<file path="config.mk">
export PLATFORM = sky130hd
export DESIGN_NAME = asroba_div_seq
export DESIGN_NICKNAME = d
export VERILOG_FILES = /design/src/rtl/asroba_div_seq.sv
export SDC_FILE = /design/constraint.sdc
export NUM_CORES = 1
export LEC_CHECK = 0
export ABC_CLOCK_PERIOD_IN_PS = 15900
export BUFFER_PORTS_ARGS = -buffer_cell sky130_fd_sc_hd__buf_2
export CORE_MARGIN = 2
export CORE_UTILIZATION = 45
export DETAILED_ROUTE_END_ITERATION = 8
export PLACE_DENSITY = 0.6
export RECOVER_POWER = 100
export SYNTH_ARGS = -nofsm -noshare
export SYNTH_HDL_FRONTEND = slang
export SYNTH_SLANG_ARGS = --single-unit
export TNS_END_PERCENT = 100
</file>
<file path="constraint.sdc">
create_clock -name clk -period 15.9 [get_ports clk]
set_input_delay 4.77 -clock clk [delete_from_list [all_inputs] [get_ports clk]]
set_output_delay 4.77 -clock clk [all_outputs]
set_load 0.01 [all_outputs]
</file>
<file path="src/rtl/asroba_div_seq.sv">
// asroba_div_seq -- sequential approximate signed divider.
//
// The divisor magnitude is rounded to the nearest power of two, yr = 2^k.
// The quotient is approximated as |x| * m / yr^2. With TAYLOR=1,
// m = 2*yr - |y|, which is a first-order correction of |x|/yr. With
// TAYLOR=0, m = yr. The product is formed by a shift-add multiplier that
// handles one multiplier bit per cycle. Magnitudes use the one's-complement
// convention shared by the ASROBA multipliers.
//
// Ports:
//   clk        rising-edge clock
//   rst        asynchronous active-high reset
//   in_valid   operands x/y valid (taken only while in_ready=1)
//   in_ready   block is idle and can accept operands
//   x, y       signed dividend / divisor
//   out_valid  result valid, held until out_ready
//   out_ready  consumer accepts result
//   q          signed approximate quotient
//   dbz        divide-by-zero flag, qualified by out_valid
module asroba_div_seq #(
    parameter int unsigned TAYLOR = 1
) (
    input  logic        clk,
    input  logic        rst,
    input  logic        in_valid,
    output logic        in_ready,
    input  logic [15:0] x,
    input  logic [15:0] y,
    output logic        out_valid,
    input  logic        out_ready,
    output logic [15:0] q,
    output logic        dbz
);

    typedef enum logic [2:0] {
        S_IDLE,
        S_PREP,
        S_MUL,
        S_NORM,
        S_DONE
    } state_t;

    state_t      state_q, state_d;
    logic [15:0] x_q, x_d;
    logic [15:0] y_q, y_d;
    logic [15:0] xa_q, xa_d;
    logic        s_q, s_d;
    logic [3:0]  k_q, k_d;
    logic [16:0] m_q, m_d;
    logic        dbzi_q, dbzi_d;
    logic [31:0] acc_q, acc_d;
    logic [4:0]  cnt_q, cnt_d;
    logic        in_ready_q, in_ready_d;
    logic        out_valid_q, out_valid_d;
    logic [15:0] q_q, q_d;
    logic        dbz_q, dbz_d;

    logic [15:0] ya_c;
    logic [3:0]  p_c;
    logic [3:0]  k_c;
    logic [16:0] yr_c;
    logic [16:0] m_c;
    logic [31:0] sh_c;
    logic [15:0] qa_c;

    // Operand preparation and the normalising shift.
    always_comb begin
        ya_c = y_q ^ {16{y_q[15]}};
        p_c  = '0;
        for (int unsigned i = 0; i < 16; i++) begin
            if (ya_c[i]) begin
                p_c = 4'(i);
            end
        end
        // Round up when the bit below the MSB is set (only for p >= 2).
        // ya[15] is always 0, so p <= 14 and k fits in 4 bits.
        if ((p_c >= 4'd2) && ya_c[p_c - 4'd1]) begin
            k_c = p_c + 4'd1;
        end else begin
            k_c = p_c;
        end
        yr_c = 17'd1 << k_c;
        if (TAYLOR != 0) begin
            m_c = (yr_c << 1) - {1'b0, ya_c};
        end else begin
            m_c = yr_c;
        end
        // Dividing by yr^2 is a right shift by 2k.
        sh_c = acc_q >> {k_q, 1'b0};
        qa_c = (sh_c > 32'h0000_7FFF) ? 16'h7FFF : sh_c[15:0];
    end

    always_comb begin
        state_d     = state_q;
        x_d         = x_q;
        y_d         = y_q;
        xa_d        = xa_q;
        s_d         = s_q;
        k_d         = k_q;
        m_d         = m_q;
        dbzi_d      = dbzi_q;
        acc_d       = acc_q;
        cnt_d       = cnt_q;
        in_ready_d  = in_ready_q;
        out_valid_d = out_valid_q;
        q_d         = q_q;
        dbz_d       = dbz_q;

        unique case (state_q)
            S_IDLE: begin
                if (in_valid) begin
                    x_d        = x;
                    y_d        = y;
                    in_ready_d = 1'b0;
                    state_d    = S_PREP;
                end
            end
            S_PREP: begin
                xa_d    = x_q ^ {16{x_q[15]}};
                s_d     = x_q[15] ^ y_q[15];
                k_d     = k_c;
                m_d     = m_c;
                dbzi_d  = (ya_c == 16'd0);
                acc_d   = '0;
                cnt_d   = '0;
                state_d = S_MUL;
            end
            S_MUL: begin
                if (m_q[cnt_q]) begin
                    acc_d = acc_q + ({16'd0, xa_q} << cnt_q);
                end
                if (cnt_q == 5'd16) begin
                    state_d = S_NORM;
                end else begin
                    cnt_d = cnt_q + 5'd1;
                end
            end
            S_NORM: begin
                // A divide-by-zero result carries no sign.
                q_d         = dbzi_q ? 16'h7FFF : (qa_c ^ {16{s_q}});
                dbz_d       = dbzi_q;
                out_valid_d = 1'b1;
                state_d     = S_DONE;
            end
            S_DONE: begin
                if (out_ready) begin
                    out_valid_d = 1'b0;
                    in_ready_d  = 1'b1;
                    state_d     = S_IDLE;
                end
            end
            default: begin
                state_d = S_IDLE;
            end
        endcase
    end

    always_ff @(posedge clk or posedge rst) begin
        if (rst) begin
            state_q     <= S_IDLE;
            x_q         <= '0;
            y_q         <= '0;
            xa_q        <= '0;
            s_q         <= 1'b0;
            k_q         <= '0;
            m_q         <= '0;
            dbzi_q      <= 1'b0;
            acc_q       <= '0;
            cnt_q       <= '0;
            in_ready_q  <= 1'b1;
            out_valid_q <= 1'b0;
            q_q         <= '0;
            dbz_q       <= 1'b0;
        end else begin
            state_q     <= state_d;
            x_q         <= x_d;
            y_q         <= y_d;
            xa_q        <= xa_d;
            s_q         <= s_d;
            k_q         <= k_d;
            m_q         <= m_d;
            dbzi_q      <= dbzi_d;
            acc_q       <= acc_d;
            cnt_q       <= cnt_d;
            in_ready_q  <= in_ready_d;
            out_valid_q <= out_valid_d;
            q_q         <= q_d;
            dbz_q       <= dbz_d;
        end
    end

    assign in_ready  = in_ready_q;
    assign out_valid = out_valid_q;
    assign q         = q_q;
    assign dbz       = dbz_q;

endmodule

</file>
==> results of run 1 <==
==> registers in the layout, summed over array words and instances (netlist names), 3 cells and up <==
| signal | cells |
|---|---|
| x_q | 16 |
| state_q | 3 |
| y_q | 16 |
| k_q | 4 |
| xa_q | 15 |
| m_q | 17 |
| q | 16 |
| acc_q | 32 |
| cnt_q | 5 |
==> per-stage QoR <==
stage | power [mW] | util | std cells | cell area [sq um]
after CTS | 2.95 | 0.502 | 1515 | 11300
after floorplan | 2.15 | - | 1211 | 10300
after detailed placement | 2.54 | 0.476 | 1483 | 10700
final | 2.91 | 0.498 | 1515 | 11200
after global routing | 3.19 | 0.498 | 1515 | 11200
after global placement | 2.52 | 0.476 | 1483 | 10700
==> critical path, cell delays in order <==
cell and delay, ns:
buf_2 0.10, clkinvlp_2 1.68, clkbuf_1 2.51
==> cell families (layout without fill, tap and decap cells) <==
family / count (synthesis) / in the layout / synth area share
DFF: 129 / 129 / 0.313
and+or+nand+nor: 393 / 393 / 0.168
AOI/OAI and AO/OA: 333 / 333 / 0.212
adders and majority gates: 51 / 51 / 0.0632
xor gates and xnor gates: 93 / 93 / 0.0788
buffers and inverters: 108 / 127 / 0.0417
muxes: 104 / 104 / 0.124
==> power by group through the flow <==
stage	clock, mW	combinational (mW)	sequential (mW)
6_report	0.403	1.86	0.646
5_1_grt	0.424	2.09	0.673
2_1_floorplan	0	1.59	0.560
3_5_place_dp	0	1.89	0.653
3_3_place_gp	0	1.87	0.650
4_1_cts	0.409	1.90	0.647
==> final cells by class <==
class,count,area [sq um],share of cell area
Timing Repair Buffer,64,303,0.0270
Clock inverter,15,165,0.0147
Sequential cell,129,3230,0.288
Clock buffer,17,425,0.0379
Tap cell,285,357,0.0318
Inverter,31,118,0.0105
Multi-Input combinational cell,974,6630,0.591
==> routing by layer <==
layer,global-route usage,up-vias,routed length (um)
li1,-,4347,-
met1,0.287,4040,11700
met2,0.348,150,11900
met3,0.0361,32,838
met4,0.0668,0,465
met5,0,-,0
==> synth_stat cells, types with 17 or more instances <==
cell,number
a21o_1,21
a21oi_1,73
a22o_1,36
clkbuf_1,56
dfrtp_1,128
ha_1,49
inv_1,29
mux2_2,43
mux2i_1,45
nand2_1,165
nand3_1,20
nor2_1,112
nor3_1,17
o21ai_0,87
xnor2_1,58
xor2_1,35
==> worst min path at each step <==
| stage | startpoint | endpoint | cells past startpoint |
|---|---|---|---|
| after floorplan | m_q[1]$_DFFE_PP0P_ | m_q[1]$_DFFE_PP0P_ | 2 |
| after global placement | m_q[1]$_DFFE_PP0P_ | m_q[1]$_DFFE_PP0P_ | 2 |
| after detailed placement | q[0]$_DFFE_PP0P_ | q[0]$_DFFE_PP0P_ | 2 |
| after CTS | q[0]$_DFFE_PP0P_ | q[0]$_DFFE_PP0P_ | 2 |
| after global routing | m_q[12]$_DFFE_PP0P_ | m_q[12]$_DFFE_PP0P_ | 2 |
| final | q[7]$_DFFE_PP0P_ | q[7]$_DFFE_PP0P_ | 2 |
==> metrics.cfg, run 1 <==
[clock_network]
cts.sinks=129
clock_path_buffers=2
cts_tree=built
cts_inserted_buffers=17
clock_latency_ns=0.44
clk_pin_slew_ns=0.06
cts_root_buf=clkbuf_16
cts_setup_buffers=0
cts_resized=0
ctsHoldBuffers=0
htree_num_levels=4

[critical_path]
critPathMaxFanout=66
endpoint_kind=asynchronous set/reset pin
cp-start-kind=primary input
worst_ep_arrival_time_ns=9.16
crit_path_end=acc_q[30]$_DFFE_PP0P_
timing.rr.start=y_q[15]$_DFFE_PP0P_
crit_start=rst
crit_required_ns=15.67
r2r_end=m_q[15]$_DFFE_PP0P_
rr_worst_depth=24
path_class=primary input to asynchronous set/reset pin
rrSetupSlack_ns=8.41

[sta]
finalHoldViolations=0
slew_viol_final=280
whs_ns=0.473
skew_ns=0.0128
period_minus_slack_ns=9.39
fin_crit_sh=0.591
finalSetupTns_ns=0
setup_viol=0
rsz0062_at_grt=no
slew_headroom=-1.28
tightest_slew_ns=3.42
layout_setup_ws_ns=6.51
fmax_mhz=106

[logic_synthesis]
synth.area.top_cells=dfrtp_1 (31%), nand2_1 (6.0%), ha_1 (5.9%)
synth.avg_cell_area_sq_um=8.53
async_reset_ff_frac=1.00
ys_types=74
yosys_most_used_dff=dfrtp_1
postSynthCellCount=1211
syn_area_sq_um=10300
yosysWarnings=0
ys_seq_elements=129
yosysSeqAreaShare=0.313
syn_nets=1298
synth_top_cell_area_share=0.310
synth_edf_count=0
yosys.area.top_type=dfrtp_1

[global_routing]
grt_pass1_wl_um=41400
grt-ovfl-total=0
grt_usage=0.212
grt_max_degree=73
antenna_found_initial=0
grt_pass1_vias=8065

[cells_and_area]
fillers=2216
layout_common_cells=nand2_1 (165), dfrtp_1 (128), nor2_1 (112)
final_common_cell=nand2_1
drive_gt1_frac=0.115
syn_to_final_growth_pct=8.69
diodes=0
num-nets-final=1304

[route]
drtAntennaViolNets=0
drt_pre_antenna_iters=5
drc_errors=0
vias=8569
drtIter0Drc=437
via_per_inst=5.66
detail_route.wl_per_cell_um=16.4
totalWireLength_um=24900

[power_and_ir_drop]
pwr-share-clk=0.138
ir_drop_v=0.000101
powerDensity_nw_per_um2=259
power.internal_mw=1.48
p_sw_mw=1.43
combPwrFrac=0.640
share_seq_of_total_power=0.222
power_leakage_nw=5.19
switching_share=0.492

[die]
num_io_pins=55
die_area_sq_um=24200
die_h_um=156
die_w_um=156
start_util=0.458
core_area_sq_um=22600
row_count=55

[status]
status=complete, but fails checks
violations=max-capacitance violations, max-slew violations

[place]
dp_hpwl_um=18400
gp_congestion=0.874
io_buffers=54
dpl_worst_slack_ns=9.65

[worst_hold_path]
min_path_type=flop to flop

[run]
drv_cap=5

(Power assumes the default switching activity.)
==> run 2, diff against run 1 <==
--- a/config.mk
+++ b/config.mk
@@ -5,7 +5,7 @@
 export SDC_FILE = /design/constraint.sdc
 export NUM_CORES = 1
 export LEC_CHECK = 0
-export ABC_CLOCK_PERIOD_IN_PS = 15900
+export ABC_CLOCK_PERIOD_IN_PS = 9500
 export BUFFER_PORTS_ARGS = -buffer_cell sky130_fd_sc_hd__buf_2
 export CORE_MARGIN = 2
 export CORE_UTILIZATION = 45
==> constraint.sdc (replaced) <==
create_clock -name clk -period 9.5 [get_ports clk]
set_input_delay 2.85 -clock clk [delete_from_list [all_inputs] [get_ports clk]]
set_output_delay 2.85 -clock clk [all_outputs]
set_load 0.01 [all_outputs]
==> metrics.cfg, run 2 (synthesis gave the netlist of run 1 again) <==
[clock_network]
clk_pin_slew_ns=0.07
cts_resized=0
clock_path_buffers=2
clock_latency_ns=0.43
htree_num_levels=4
cts_inserted_buffers=17
cts_setup_buffers=0
cts.sinks=129
cts_tree=built
cts_root_buf=clkbuf_16
ctsHoldBuffers=0

[worst_hold_path]
min_path_type=flop to flop

[route]
drc_errors=0
top_layer=met4
detail_route.wl_per_cell_um=16.8
met3_length_um=736
wl_met1_um=12100
drt_pre_antenna_iters=7
totalWireLength_um=25400
drtAntennaViolNets=0
drtIter0Drc=522
wl_met2_um=12000
via_per_inst=5.67
vias=8587

[sta]
skew_ns=0.0150
period_minus_slack_ns=7.26
rsz0062_at_grt=no
finalHoldViolations=0
fin_crit_sh=0.764
setup_viol=0
slew_headroom=-1.07
slew_viol_final=258
fmax_mhz=138
finalSetupTns_ns=0
tightest_slew_ns=3.09

[global_routing]
grt_pass1_wl_um=41800
grt_usage=0.215
grt_pass1_vias=8098
antenna_found_initial=0
grt-ovfl-total=0
grt_max_degree=73

[critical_path]
critical_path.n_buffers_inverters=2
critPathMaxFanout=40
path_class=flop to flop
crit_required_ns=9.81
critPathTopFamily=compound AO/OA/AOI/OAI gates
crit_slowest_cell=clkbuf_1
cp-start-kind=flop
slowest_delay_ns=1.28
endpoint_kind=flop
worst_ep_arrival_time_ns=7.57

[power_and_ir_drop]
power_leakage_nw=5.20
ir_drop_v=0.000178
powerDensity_nw_per_um2=436

[run]
drv_cap=5

[cells_and_area]
diodes=0
top_regs=acc_q (32), m_q (17)
largest_reg_flops=32
num-nets-final=1303
layout_common_cells=nand2_1 (165), dfrtp_1 (128), nor2_1 (112)
top_register=acc_q
fin_area_sq_um=11300
drive_gt1_frac=0.119
syn_to_final_growth_pct=9.00
final_common_cell=nand2_1

[die]
start_util=0.458
die_w_um=156
num_io_pins=55
core_area_sq_um=22600
row_count=55
die_h_um=156
die_area_sq_um=24200

[place]
gp_congestion=0.931
dp_hpwl_um=18700
io_buffers=54
place_area_sq_um=10700

[status]
violations=max-capacitance violations, max-slew violations
status=complete, but fails checks

run 2: metrics by stage:
| stage | utilization | hold slack [ns] | setup slack [ns] | power, mW | cells |
|---|---|---|---|---|---|
| finish | 0.499 | 0.477 | 2.24 | 4.91 | 1514 |
| global placement | 0.475 | 0.455 | 3.57 | 4.23 | 1482 |
| global route | 0.499 | 0.499 | 1.46 | 5.38 | 1514 |
| CTS | 0.503 | 0.481 | 3.39 | 4.97 | 1514 |
| floorplan | - | 0.441 | 3.21 | 3.60 | 1211 |
| detailed placement | 0.475 | 0.465 | 3.45 | 4.27 | 1482 |
run 2: layout make-up:
class	count	area, sq um
tap	285	357
timing repair buffer	63	303
fill	2229	11300
sequential	129	3230
inverter	31	118
clock buffer	17	425
clock inverter	15	193
multi-input combinational	974	6640
run 2: worst paths after layout:
path,startpoint,to,slack [ns],depth (start not counted)
setup reg to reg,y_q[15]$_DFFE_PP0P_,m_q[16]$_DFFE_PP0P_,2.24,25
hold reg to reg,q[7]$_DFFE_PP0P_,q[7]$_DFFE_PP0P_,0.48,2
setup / recovery,y_q[15]$_DFFE_PP0P_,m_q[16]$_DFFE_PP0P_,2.24,25
max in group asynchronous,rst,cnt_q[1]$_DFFE_PP0P_,4.34,3
min in group asynchronous,rst,q[4]$_DFFE_PP0P_,3.30,2
hold / removal,q[7]$_DFFE_PP0P_,q[7]$_DFFE_PP0P_,0.48,2
run 2: metal layers:
metal  global-route usage  vias up
met4               0.0712        0
met5                    0        -
met3               0.0294       39
met1                0.294     4038
li1                     -     4343
met2                0.354      167
run 2: worst reg2reg max path: cells and delay by family, from the launching register on:
family	cells	cell delay, ns
AOI/OAI and AO/OA	11	2.67
buffers and inverters	2	1.43
muxes	4	0.98
adders and majority gates	2	0.94
and+or+nand+nor	6	0.80
DFF	1	0.32
run 2: power breakdown:
group | internal, mW | switching [mW] | total [mW]
Clock | 0.381 | 0.302 | 0.682
Combinational | 1.33 | 1.80 | 3.13
Sequential | 0.778 | 0.322 | 1.10
Total | 2.49 | 2.42 | 4.91
==> run 3, diff against run 2 <==
--- a/config.mk
+++ b/config.mk
@@ -5,12 +5,12 @@
 export SDC_FILE = /design/constraint.sdc
 export NUM_CORES = 1
 export LEC_CHECK = 0
-export ABC_CLOCK_PERIOD_IN_PS = 9500
+export ABC_CLOCK_PERIOD_IN_PS = 5930
 export BUFFER_PORTS_ARGS = -buffer_cell sky130_fd_sc_hd__buf_2
 export CORE_MARGIN = 2
 export CORE_UTILIZATION = 45
 export DETAILED_ROUTE_END_ITERATION = 8
-export PLACE_DENSITY = 0.6
+export PLACE_DENSITY = 0.62
 export RECOVER_POWER = 100
 export SYNTH_ARGS = -nofsm -noshare
 export SYNTH_HDL_FRONTEND = slang
==> constraint.sdc (replaced) <==
create_clock -name clk -period 5.93 [get_ports clk]
set_input_delay 1.779 -clock clk [delete_from_list [all_inputs] [get_ports clk]]
set_output_delay 1.779 -clock clk [all_outputs]
set_load 0.01 [all_outputs]
==> metrics.cfg, run 3 (synthesis gave the netlist of run 1 again) <==
[critical_path]
cp-start-kind=flop
timing.rr.start=y_q[15]$_DFFE_PP0P_
r2r_end=m_q[7]$_DFFE_PP0P_
worstPathCellList=buf_4 -> xnor2_1 -> o221ai_1 -> o2bb2ai_1 -> buf_4 -> ha_1 -> or4_1 -> o31ai_1 -> a22o_1 -> inv_1 -> nor2_1 -> a21oi_2 -> nor2_1 -> ha_1 -> a21o_1 -> a21oi_1 -> nor2_1 -> a21oi_1 -> o31ai_4 -> a21o_2 -> a21oi_1 -> xor2_1 -> o21ai_1
crit_path_end=m_q[7]$_DFFE_PP0P_
endpoint_kind=flop
rrSetupSlack_ns=0.28
slowest_delay_ns=0.52
rr_worst_depth=23
crit_slowest_cell=or4_1
crit_cells=23
crit_required_ns=6.23
critPathTopFamily=compound AO/OA/AOI/OAI gates
path_class=flop to flop
crit_start=y_q[15]$_DFFE_PP0P_
critical_path.n_buffers_inverters=3
critPathMaxFanout=13
worst_ep_arrival_time_ns=5.95

[die]
start_util=0.458
core_area_sq_um=22600
die_w_um=156
row_count=55
die_area_sq_um=24200
die_h_um=156
num_io_pins=55

[global_routing]
grt_pass1_wl_um=42400
grt_pass1_vias=8222
grt_usage=0.218
grt-ovfl-total=0
grt_max_degree=102
antenna_found_initial=0

[sta]
tightest_slew_ns=3.82
rsz0062_at_grt=yes
fmax_mhz=177
whs_ns=0.474
finalHoldViolations=0
fin_crit_sh=0.953
skew_ns=0.0132
slew_viol_final=176
setup_viol=0
period_minus_slack_ns=5.65
slew_headroom=-1.54

[run]
drv_cap=3

[route]
drtIter0Drc=606
drt_pre_antenna_iters=5
vias=8682
detail_route.wl_per_cell_um=16.6
drc_errors=0
totalWireLength_um=25400
via_per_inst=5.69
drtAntennaViolNets=0

[clock_network]
htree_num_levels=4
clock_path_buffers=2
cts_tree=built
cts_setup_buffers=0
clk_pin_slew_ns=0.07
clock_latency_ns=0.44
cts_inserted_buffers=17
cts_root_buf=clkbuf_16
cts.sinks=129

[cells_and_area]
largest_reg_flops=32
drive_gt1_frac=0.136
final_common_cell=nand2_1
diodes=0
fin_util=0.506
multi_input_area_sq_um=6700
top_register=acc_q
num-nets-final=1316
layout_common_cells=nand2_1 (165), dfrtp_1 (128), nor2_1 (111)
top_regs=acc_q (32), m_q (17)
final_cells=1527
syn_to_final_growth_pct=10.6
regArea_sq_um=3230
fillers=2193

[worst_hold_path]
min_path_type=flop to flop

[status]
violations=max-capacitance violations, max-slew violations
status=complete, but fails checks

[place]
gp_congestion=0.877
io_buffers=54
dp_hpwl_um=18800
dp.cells=1495

-- run 3: changes by cell type in the layout (fill, tap and decap cells not counted), moves of 3 or more --
cell | previous run | this run
buf_4 | 6 | 18
clkinv_4 | 3 | 0
o21ai_0 | 94 | 87
o21ai_1 | 1 | 7
-- run 3: repair_timing --
item | CTS | global route
hold buffers | 0 | 0
resized for setup | 0 | 5
setup endpoints to repair | 0 | 11
-- run 3: how the worst min path moves through the flow --
| stage | from | slack [ns] | cells after the start | end |
|---|---|---|---|---|
| 2_1_floorplan | m_q[1]$_DFFE_PP0P_ | 0.44 | 2 | m_q[1]$_DFFE_PP0P_ |
| 3_3_place_gp | q[6]$_DFFE_PP0P_ | 0.46 | 2 | q[6]$_DFFE_PP0P_ |
| 3_5_place_dp | q[5]$_DFFE_PP0P_ | 0.46 | 2 | q[5]$_DFFE_PP0P_ |
| 4_1_cts | q[5]$_DFFE_PP0P_ | 0.48 | 2 | q[5]$_DFFE_PP0P_ |
| 5_1_grt | q[1]$_DFFE_PP0P_ | 0.50 | 2 | q[1]$_DFFE_PP0P_ |
| 6_report | q[5]$_DFFE_PP0P_ | 0.47 | 2 | q[5]$_DFFE_PP0P_ |
-- run 3: metrics by stage --
stage                     instance area (sq um)  setup slack, ns  TNS, ns
after floorplan                           10300            0.406        0
final                                     11400            0.280        0
after global placement                    10800            0.373        0
after global routing                      11400          -0.0331  -0.0473
after CTS                                 11400            0.139        0
after detailed placement                  10800            0.180        0
-- run 3: metal layers --
metal	track usage	share of wire
met5	0	0
met1	0.301	0.48
met2	0.359	0.48
met3	0.0269	0.025
met4	0.0668	0.017
-- run 3: tightest hold or removal path, stage by stage (launching register included) --
cell	delay, ns
dfrtp_1	0.34
nand2_1	0.04
o21ai_0	0.06
-- run 3: area by class of cell --
class | count | area share
flip-flops and latches | 129 | 0.283
clock buffers | 17 | 0.0372
repair buffers | 76 | 0.0362
multi-input cells | 974 | 0.587
well taps | 285 | 0.0312
inverters | 31 | 0.0102
clock inverters | 15 | 0.0160
Power of run 3 is left out: the tool's default activity adds up to more than one toggle a clock period on the data nets, which glitch-free logic cannot reach.
